## src/rtl/regfile_sequencer.sv

```systemverilog
// Drives an external register file through a READ/SETUP/STROBE/HOLD cycle per instruction.
// The write strobe w comes straight from a flop, so downstream logic may use it as a clock edge.
module regfile_sequencer #(
  parameter int NrOfBits = 4
) (
  input  logic                Clock,
  input  logic                Reset_n,
  input  logic                instr_valid,
  output logic                instr_ready,
  input  logic [2:0]          opcode,
  input  logic [2:0]          rd,
  input  logic [2:0]          rs1,
  input  logic [2:0]          rs2,
  input  logic [NrOfBits-1:0] imm,
  output logic [3:0]          A,
  output logic [3:0]          B,
  input  logic [NrOfBits-1:0] rdata_a,
  input  logic [NrOfBits-1:0] rdata_b,
  output logic [3:0]          to,
  output logic [NrOfBits-1:0] data,
  output logic                w,
  output logic                busy,
  output logic                done,
  output logic                zero,
  output logic                carry
);

  localparam logic [2:0] OP_NOP = 3'd0;
  localparam logic [2:0] OP_LDI = 3'd1;
  localparam logic [2:0] OP_MOV = 3'd2;
  localparam logic [2:0] OP_ADD = 3'd3;
  localparam logic [2:0] OP_SUB = 3'd4;
  localparam logic [2:0] OP_AND = 3'd5;
  localparam logic [2:0] OP_OR  = 3'd6;
  localparam logic [2:0] OP_XOR = 3'd7;

  typedef enum logic [2:0] {IDLE, READ, SETUP, STROBE, HOLD} state_t;

  state_t                state_reg, state_next;
  logic                  started_reg;
  logic [2:0]            op_reg, rd_reg;
  logic [NrOfBits-1:0]   imm_reg;
  logic [3:0]            a_reg, b_reg, to_reg;
  logic [NrOfBits-1:0]   data_reg;
  logic                  w_reg, w_next;
  logic                  done_reg, done_next;
  logic                  zero_reg, carry_reg;

  logic                  accept;
  logic [NrOfBits:0]     sum_ext, diff_ext;
  logic [NrOfBits-1:0]   result;
  logic                  result_carry;
  logic                  carry_we;

  // Ready only rises once a clock edge has been seen after reset release.
  assign instr_ready = started_reg && (state_reg == IDLE);
  assign accept      = instr_valid && instr_ready;
  assign busy        = (state_reg != IDLE);

  assign A     = a_reg;
  assign B     = b_reg;
  assign to    = to_reg;
  assign data  = data_reg;
  assign w     = w_reg;
  assign done  = done_reg;
  assign zero  = zero_reg;
  assign carry = carry_reg;

  always_comb begin
    sum_ext      = {1'b0, rdata_a} + {1'b0, rdata_b};
    diff_ext     = {1'b0, rdata_a} - {1'b0, rdata_b};
    result       = '0;
    result_carry = 1'b0;
    carry_we     = 1'b0;
    case (op_reg)
      OP_LDI: result = imm_reg;
      OP_MOV: result = rdata_a;
      OP_ADD: begin
        result       = sum_ext[NrOfBits-1:0];
        result_carry = sum_ext[NrOfBits];
        carry_we     = 1'b1;
      end
      OP_SUB: begin
        // The extension bit of the difference is the borrow (rs1 < rs2).
        result       = diff_ext[NrOfBits-1:0];
        result_carry = diff_ext[NrOfBits];
        carry_we     = 1'b1;
      end
      OP_AND:  result = rdata_a & rdata_b;
      OP_OR:   result = rdata_a | rdata_b;
      OP_XOR:  result = rdata_a ^ rdata_b;
      default: result = '0;
    endcase
  end

  always_comb begin
    state_next = state_reg;
    w_next     = 1'b0;
    done_next  = 1'b0;
    case (state_reg)
      IDLE: begin
        if (accept) begin
          if (opcode == OP_NOP) done_next  = 1'b1;
          else                  state_next = READ;
        end
      end
      READ:  state_next = SETUP;
      SETUP: begin
        state_next = STROBE;
        w_next     = 1'b1;
      end
      STROBE: begin
        state_next = HOLD;
        done_next  = 1'b1;
      end
      HOLD:    state_next = IDLE;
      default: state_next = IDLE;
    endcase
  end

  always_ff @(posedge Clock or negedge Reset_n) begin
    if (!Reset_n) begin
      state_reg   <= IDLE;
      started_reg <= 1'b0;
      op_reg      <= OP_NOP;
      rd_reg      <= '0;
      imm_reg     <= '0;
      a_reg       <= '0;
      b_reg       <= '0;
      to_reg      <= '0;
      data_reg    <= '0;
      w_reg       <= 1'b0;
      done_reg    <= 1'b0;
      zero_reg    <= 1'b0;
      carry_reg   <= 1'b0;
    end else begin
      state_reg   <= state_next;
      started_reg <= 1'b1;
      w_reg       <= w_next;
      done_reg    <= done_next;
      if (accept) begin
        op_reg  <= opcode;
        rd_reg  <= rd;
        imm_reg <= imm;
        if (opcode != OP_NOP) begin
          a_reg <= {1'b0, rs1};
          b_reg <= {1'b0, rs2};
        end
      end
      // Operands were presented during READ; capture result and flags on leaving it.
      if (state_reg == READ) begin
        data_reg <= result;
        to_reg   <= {1'b0, rd_reg};
        zero_reg <= (result == '0);
        if (carry_we) carry_reg <= result_carry;
      end
    end
  end

endmodule
```

## config.mk

```make
export PLATFORM = sky130hd
export DESIGN_NAME = regfile_sequencer
export DESIGN_NICKNAME = d
export VERILOG_FILES = /design/src/rtl/regfile_sequencer.sv
export SDC_FILE = /design/constraint.sdc
export NUM_CORES = 1
export LEC_CHECK = 0
export ABC_AREA = 1
export CAP_MARGIN = 20
export CORE_MARGIN = 2
export CORE_UTILIZATION = 50
export CTS_BUF_LIST = sky130_fd_sc_hd__clkbuf_8
export DETAILED_ROUTE_END_ITERATION = 10
export HOLD_SLACK_MARGIN = 0.08
export MAX_ROUTING_LAYER = met4
export PLACE_DENSITY = 0.85
export SLEW_MARGIN = 20
export SYNTH_ARGS = -nofsm -noshare
export SYNTH_HDL_FRONTEND = slang
export SYNTH_SLANG_ARGS = --single-unit
```

## constraint.sdc

```tcl
create_clock -name Clock -period 1.6 [get_ports Clock]
set_input_delay 0.16 -clock Clock [delete_from_list [all_inputs] [get_ports Clock]]
set_output_delay 0.16 -clock Clock [all_outputs]
set_load 0.05 [all_outputs]
```

Word level (Yosys, flattened, before mapping) --
Index checks and enable logic that the tools add are counted.
Word-level totals: flip-flop bits (word level) 31, bits of input ports 27, output and inout port bits 22
Cells by class: add/subtract/negate cells 2, equal/unequal tests 12, muxes and demuxes 10, bitwise operators 3, reductions and logical operators 11
Operator list (number):
- 4-bit case mux with 7 select lines | 1
- 3-bit by 2-bit == test with 1-bit output (second input constant) | 4
- 3-bit == test (second input constant) | 4
- 3-bit case mux with 4 select lines | 1
- 3-bit by 1-bit == test with 1-bit output (second input constant) | 2
- 3-bit logical NOT | 2
- 3-bit 2-to-1 mux | 2
- 2-bit AND reduction | 3
- 3-bit nonzero test | 2
- 4-bit by 4-bit adder with 5-bit output | 1
- 4-bit by 4-bit subtractor with 5-bit output | 1
- 4-bit AND | 1
- 4-bit logical NOT | 1
- 1-bit 2-to-1 mux | 4
- 2-bit inequality test (second input constant) | 2
- 4-bit bitwise OR | 1
- 1-bit case mux with 2 select lines | 2
- 4-bit bitwise XOR | 1
- 1-bit logical AND | 2
- 2-bit OR reduction | 1

Longest topological paths before layout --
Gate-level depths: netlist of run 1.
word-level depth 5, gate-level depth with buffers 13, depth with buffers taken out 13

Worst setup path before layout of run 1 --
OpenSTA, ideal clock, no wires.
kind reg2reg, start point reg state_reg[0], end point reg a_reg[0] (netlist: A[0]), data arrival time 1643 ps, required time 1475 ps, path slack -168 ps, cell stages (with the launch flop) 6, path buffers 0, period minus slack after synthesis 1768 ps, cells stage by stage dfrtp_1 -> nor2_2 -> nand2_2 -> nor2_4 -> nand3_4 -> mux2_4
Between the ends: word-level cells in the longest chain between the ends 4
RTL lines:
- start, declared | line 39 | state_t state_reg, state_next;
- start signal, assigned | line 137 | state_reg <= state_next;
- 3-bit logical NOT | line 56 | assign instr_ready = started_reg && (state_reg == IDLE);
- 1-bit logical AND | line 56
- named net instr_ready | line 9 | output logic instr_ready,
- 1-bit logical AND | line 57 | assign accept = instr_valid && instr_ready;
- 2-bit AND reduction (no source line)
- end signal, assigned | line 146 | a_reg <= {1'b0, rs1};
- end, declared | line 43 | logic [3:0] a_reg, b_reg, to_reg;
The timed path passes the listed nets, and every way through them passes these cells. A chain may end at the register's enable or synchronous reset.

Worst setup path in the final report of run 1 --
start point reg state_reg[0], end point reg a_reg[0] (netlist: A[0])
Between the ends: word-level cells in the longest chain between the ends 4
RTL lines (line):
- 3-bit logical NOT | 56
- 1-bit logical AND | 56
- 1-bit logical AND | 57
- 2-bit AND reduction (no source line)
Every way passes these cells.

==> flow_summary_export.csv, run 1 <==
group,metric,value,unit
die,start_util,51.9,%
clock_network,htreeDepth,2,
clock_network,clockRootBuffer,"clkbuf_8",
route,num_vias,1706,
timing,finClkSkew,0.00819,ns
critical_path,cp_max_fo,7,
route,route.detailed.drc,0,
synth,synth_cell_types,29,
route,drt-pass1-iter-count,4,
global_routing,grt_pass1_vias,1578,
route,antenna_left,0,
route,drt_iter0_drc,148,
timing,setup-violations-final,0,
timing,fin_crit,1.51,ns
global_routing,grt_util_met3,4.62,%
synth,yosysSeqAreaShare,41.1,%
clock_network,cts_tree,"done",
pwr,internal-power,2580,uW
global_routing,grt_max_degree,32,
critical_path,reg2reg_depth,5,
outcome,status,"completed",
synth,synth_warnings,0,
flow_run,cap_viol_max_count,0,
critical_path,required,1.76,ns
timing,final_max_slew_viol_count,0,
die,die_w,65.4,um
synth,syn_area,1890,um2
layout,drive_gt1_share,30.4,%
hold_path,min_path_type,"primary input to asynchronous set/reset pin",
die,die_h,65.4,um
synth,avgSynthCellArea,8.46,um2
layout,fillers,286,
global_routing,busiest_layer,"met2",
layout,layout_common_cells,"buf_4 (40), nand2_1 (34), nor2_1 (30)",
global_routing,overflow,0,
placed_design,port_buffers,45,
die,rows,22,
layout,final_common_cell,"buf_4",
critical_path,cp.arrival,1.67,ns
synth,netlist_instances,223,
layout,final_util,73.3,%
clock_network,clockBufferDepth,2,
clock_network,clkLatencyLatePin,0.28,ns
layout,area_growth,41.2,%
timing,hold_violations,0,
route,finalWirelength,4310,um
layout,diodes,0,
synth,synth_seq_cells,31,
placed_design,dp_hpwl,3180,um
die,core_area,3630,um2
synth,synthTopCellsByArea,"dfrtp_1 (41%), ha_1 (8.0%), nand2_1 (6.8%)",
timing,max_freq,0.662,GHz
pwr,power_density,1810,nW/um2
global_routing,globalRouteMet2Util,34.9,%
global_routing,grt_pass1_wl,7130,um
synth,synth_area_leader_cell,"dfrtp_1",
global_routing,gr-usage-all-layers,22.3,%
pwr,p_sw,2240,uW
layout,seq_area,778,um2
critical_path,end_kind,"register",
layout,nNetsFinal,333,
route,routedWlPerCell,12.6,um
layout,multi_input_area,980,um2
global_routing,antenna_found_initial,0,
pwr,worst_ir_drop_vdd,1.13,mV
synth,synth.top_cell.area_share,41.1,%
pwr,switching_share,46.5,%
placed_design,gp_congestion,0.937,
die,pin_count,49,
critical_path,critPathLaunchType,"register",
timing,finalCritPeriodShare,94.4,%
clock_network,clk_pin_slew,0.07,ns
global_routing,grt_util_met1,29.1,%
pwr,p_clk_share,16.3,%
timing,finalSetupTns,0,ns
pwr,p_leak,0.00140,uW
route,vias_per_cell,5.00,
die,die-area,4280,um2
pwr,combPwrFrac,55.0,%
timing,rsz0062_at_grt,"false",
pwr,p_seq_share,28.7,%
clock_network,numCtsBuffers,5,
clock_network,clkSinkCount,31,
critical_path,crit_type,"register to register",
## stage by stage
step | setup slack (ns) | hold WS (ns) | power, uW | cells | area, um2
after floorplan | -0.112 | -0.136 | 3220 | 225 | 1900
after global placement | -0.449 | 0.467 | 3920 | 331 | 2470
after detailed placement | -0.490 | 0.475 | 3980 | 331 | 2470
after CTS | 0.0133 | 0.276 | 4810 | 341 | 2640
after global routing | 0.00751 | 0.289 | 5110 | 341 | 2670
final | 0.0900 | 0.263 | 4810 | 341 | 2670
## synthesized netlist by cell type
library cell	count
ha_1	12
mux2_2	2
nand2_1	34
nand4_1	9
nand2_4	1
o22ai_1	1
nor3_4	1
buf_6	1
o21ai_1	4
nand3b_1	1
nand3_1	12
a21oi_1	10
xor2_1	1
nor2_1	33
inv_1	31
o21ai_0	10
nand2_2	2
dfrtp_1	31
mux2_4	6
buf_2	2
conb_1	2
nand3_4	1
fa_1	2
buf_4	6
nor2_4	1
inv_2	2
inv_4	1
nor2_2	3
a31oi_1	1
## cell families after synthesis
| logic type | Yosys count | synth area share, % |
|---|---|---|
| other | 2 | 0.398 |
| XOR/XNOR | 1 | 0.464 |
| AO/OA/AOI/OAI | 26 | 7.03 |
| flip-flops | 31 | 41.1 |
| AND/OR/NAND/NOR | 98 | 24.5 |
| buffers and inverters | 43 | 10.4 |
| adder cells (fa/ha/maj) | 14 | 10.1 |
| multiplexers | 8 | 5.97 |
## layer usage
layer,vias up,wire (um)
met5,-,0
met4,0,91
met3,10,262
met2,65,2050
met1,787,1910
li1,844,-
## power by group through the flow
stage	clock network (uW)	logic, uW	registers (uW)
after floorplan	0	1240	1980
after global placement	0	2560	1360
after detailed placement	0	2590	1390
after CTS	802	2640	1370
after global routing	850	2840	1420
final	786	2650	1380
## final timing paths
| path | start | slack (ns) | to |
|---|---|---|---|
| max in group asynchronous | Reset_n | 1.04 | op_reg[0]$_DFFE_PN0P_ |
| max | state_reg[0]$_DFFE_PN0P_ | 0.09 | A[0]$_DFFE_PN0P_ |
| min reg2reg | to[1]$_DFFE_PN0P_ | 0.48 | to[1]$_DFFE_PN0P_ |
| min | Reset_n | 0.26 | w$_DFF_PN0_ |
| min in group Clock | opcode[0] | 0.46 | op_reg[0]$_DFFE_PN0P_ |
| max reg2reg | state_reg[0]$_DFFE_PN0P_ | 0.09 | A[0]$_DFFE_PN0P_ |
## repair_timing
item	CTS	global route
setup buffers	2	0
pin swaps	6	6
hold buffers	0	0
gates resized for setup	14	17
endpoints found under the setup margin	5	5
## layout make-up
cell class / instances / share of cell area [%]
clock buffers: 6 / 3.10
clock inverters: 2 / 1.31
inverters: 34 / 4.88
multi-input cells: 151 / 36.8
flip-flops and latches: 31 / 29.2
well taps: 48 / 2.25
repair buffers: 69 / 22.5
## worst max-delay path: stages (launching register included)
cell and delay, ns:
dfrtp_1 0.40, nor2_2 0.18, nand2_4 0.08, nor2_4 0.21
nand3_4 0.18, mux2_4 0.34
Power figures use the tool's default switching activity.
==> inputs of run 2 (changes only) <==
--- a/config.mk
+++ b/config.mk
@@ -7,13 +7,16 @@
 export LEC_CHECK = 0
 export ABC_AREA = 1
 export CAP_MARGIN = 20
+export CORE_ASPECT_RATIO = 0.5
 export CORE_MARGIN = 2
 export CORE_UTILIZATION = 50
 export CTS_BUF_LIST = sky130_fd_sc_hd__clkbuf_8
 export DETAILED_ROUTE_END_ITERATION = 10
+export GPL_TIMING_DRIVEN = 0
 export HOLD_SLACK_MARGIN = 0.08
 export MAX_ROUTING_LAYER = met4
 export PLACE_DENSITY = 0.85
+export SKIP_CTS_REPAIR_TIMING = 1
 export SLEW_MARGIN = 20
 export SYNTH_ARGS = -nofsm -noshare
 export SYNTH_HDL_FRONTEND = slang
==> run 2 against run 1 <==
  * Critical endpoint is now w
  * Non-clock buffer count fell by 13
  * Highest routed layer unchanged
  * Critical path type is now register to primary output
  * Final cell count down 2.9%
  * Routed wire length increased by 2.7%
  * First-iteration DRC count decreased by 50%
  * Via count decreased by 3.6%
  * Clock skew decreased by 0.0031 ns
  * Sequential power decreased by 6%
  * Worst setup slack got worse by 0.056 ns
  * Maximum frequency shrank 3.6%
  * Die area grew 0.69%
==> flow_summary_export.csv, run 2 (synthesis gave the netlist of run 1 again) <==
group,metric,value,unit
clock_network,cts_tree,"done",
global_routing,gr-usage-all-layers,21.3,%
flow_run,cap_viol_max_count,0,
critical_path,reg2reg_depth,9,
pwr,power.total,4780,uW
critical_path,slowest_stage,"clkdlybuf4s50_1",
die,die-area,4310,um2
pwr,power_density,1820,nW/um2
clock_network,clockRootBuffer,"clkbuf_8",
clock_network,clockBufferDepth,2,
timing,max_freq,0.639,GHz
placed_design,gp_congestion,0.915,
layout,fillers,264,
timing,final_max_slew_viol_count,0,
die,start_util,53.5,%
pwr,p_leak,0.00149,uW
critical_path,cp_cell_sequence,"clkdlybuf4s50_1",
layout,area_growth,39.5,%
die,rows,15,
hold_path,min_path_type,"primary input to register",
placed_design,port_buffers,45,
die,die_h,47.4,um
critical_path,critPathMaxStageDelay,0.81,ns
timing,finalSetupTns,0,ns
critical_path,end_kind,"primary output",
clock_network,htreeDepth,2,
timing,worst_slew_margin_rel,54.2,%
outcome,status,"completed",
die,die_w,90.9,um
route,num_vias,1644,
clock_network,clk_pin_slew,0.06,ns
clock_network,clkSinkCount,31,
timing,hold_violations,0,
critical_path,cp_max_fo,1,
route,drt_iter0_drc,74,
critical_path,critPathLaunchType,"register",
global_routing,overflow,0,
route,vias_per_cell,4.97,
timing,setup-violations-final,0,
critical_path,required,1.44,ns
layout,drive_gt1_share,20.0,%
global_routing,grt_max_degree,32,
timing,finalCritPeriodShare,97.9,%
critical_path,critical_path_depth,1,
timing,rsz0062_at_grt,"false",
timing,finClkSkew,0.00509,ns
layout,final_util,74.6,%
timing,fin_crit,1.57,ns
layout,seq_area,776,um2
route,routedWlPerCell,13.4,um
layout,final_common_cell,"nand2_1",
critical_path,crit_buf_inv,1,
route,finalWirelength,4430,um
critical_path,crit_type,"register to primary output",
route,antenna_left,0,
clock_network,numCtsBuffers,5,
die,core_area,3530,um2
die,pin_count,49,
global_routing,antenna_found_initial,0,
clock_network,clkLatencyLatePin,0.28,ns
layout,diodes,0,
route,route.detailed.drc,0,
layout,nNetsFinal,320,
route,drt-pass1-iter-count,4,
hold_path,min_path_cells,3,
timing,tightest_slew,0.687,ns
placed_design,dp_hpwl,3100,um
critical_path,cp.arrival,1.41,ns
critical_path,crit_family,"buffers and inverters",
global_routing,grt_pass1_wl,6800,um
global_routing,grt_pass1_vias,1561,
layout,layout_common_cells,"nand2_1 (33), dfrtp_1 (31), nor2_1 (30)",
layout,multi_input_area,981,um2
pwr,worst_ir_drop_vdd,1.43,mV
[run 2: cell count changes in the layout (fill, tap and decap cells not counted), moves of 2 or more]
cell,delta
dlymetal6s2s_1,+18
dfrtp_1,+2
buf_2,+3
dfrtp_2,-2
buf_4,-34
[run 2: cell type report]
| cell class | count | share of cell area [%] |
|---|---|---|
| buffer | 9 | 2.66 |
| clock buffer | 7 | 3.66 |
| clock inverter | 1 | 0.143 |
| inverter | 34 | 5.09 |
| multi-input combinational | 151 | 37.3 |
| sequential | 31 | 29.5 |
| tap | 51 | 2.42 |
| timing repair buffer | 47 | 19.3 |
[run 2: final timing paths]
check | startpoint | to | slack (ns)
max | w$_DFF_PN0_ | w | 0.03
min | opcode[2] | op_reg[2]$_DFFE_PN0P_ | 0.45
max reg2reg | op_reg[0]$_DFFE_PN0P_ | zero$_DFFE_PN0P_ | 0.07
min reg2reg | to[0]$_DFFE_PN0P_ | to[0]$_DFFE_PN0P_ | 0.48
max in group asynchronous | Reset_n | A[2]$_DFFE_PN0P_ | 0.69
min in group asynchronous | Reset_n | done$_DFF_PN0_ | 0.46
[run 2: worst min-delay path, stage by stage]
cell and delay [ns]:
clkdlybuf4s50_1 0.39, inv_1 0.06, o21ai_1 0.06
[run 2: where the power goes]
group	switching, uW	total, uW	leakage, uW	internal [uW]
sequential	166	1300	0.000373	1140
clock	272	657	0.0000557	386
combinational	1840	2820	0.00106	989
total	2270	4780	0.00149	2510
[run 2: metrics by stage]
stage,area (um2),instances,hold slack [ns],worst slack [ns]
floorplan,1900,225,-0.136,-0.112
global placement,2410,321,0.467,-0.581
detailed placement,2410,321,0.236,-0.623
CTS,2510,329,-0.0620,-0.487
global route,2630,331,0.460,0.00192
finish,2630,331,0.449,0.0340
[run 2: metal layers]
metal,up-vias,track usage (%),part of all wire (%)
met1,782,24.5,44
met2,45,40.7,51
met5,-,-,0
met4,0,7.27,0.90
met3,4,3.15,4.2
li1,813,-,-
==> inputs of run 3 (changes only) <==
--- a/config.mk
+++ b/config.mk
@@ -11,6 +11,7 @@
 export CORE_MARGIN = 2
 export CORE_UTILIZATION = 50
 export CTS_BUF_LIST = sky130_fd_sc_hd__clkbuf_8
+export CTS_CLUSTER_SIZE = 28
 export DETAILED_ROUTE_END_ITERATION = 10
 export GPL_TIMING_DRIVEN = 0
 export HOLD_SLACK_MARGIN = 0.08
==> results of run 3 <==
The final DEF is identical to that of run 2; final timing and power are the same.
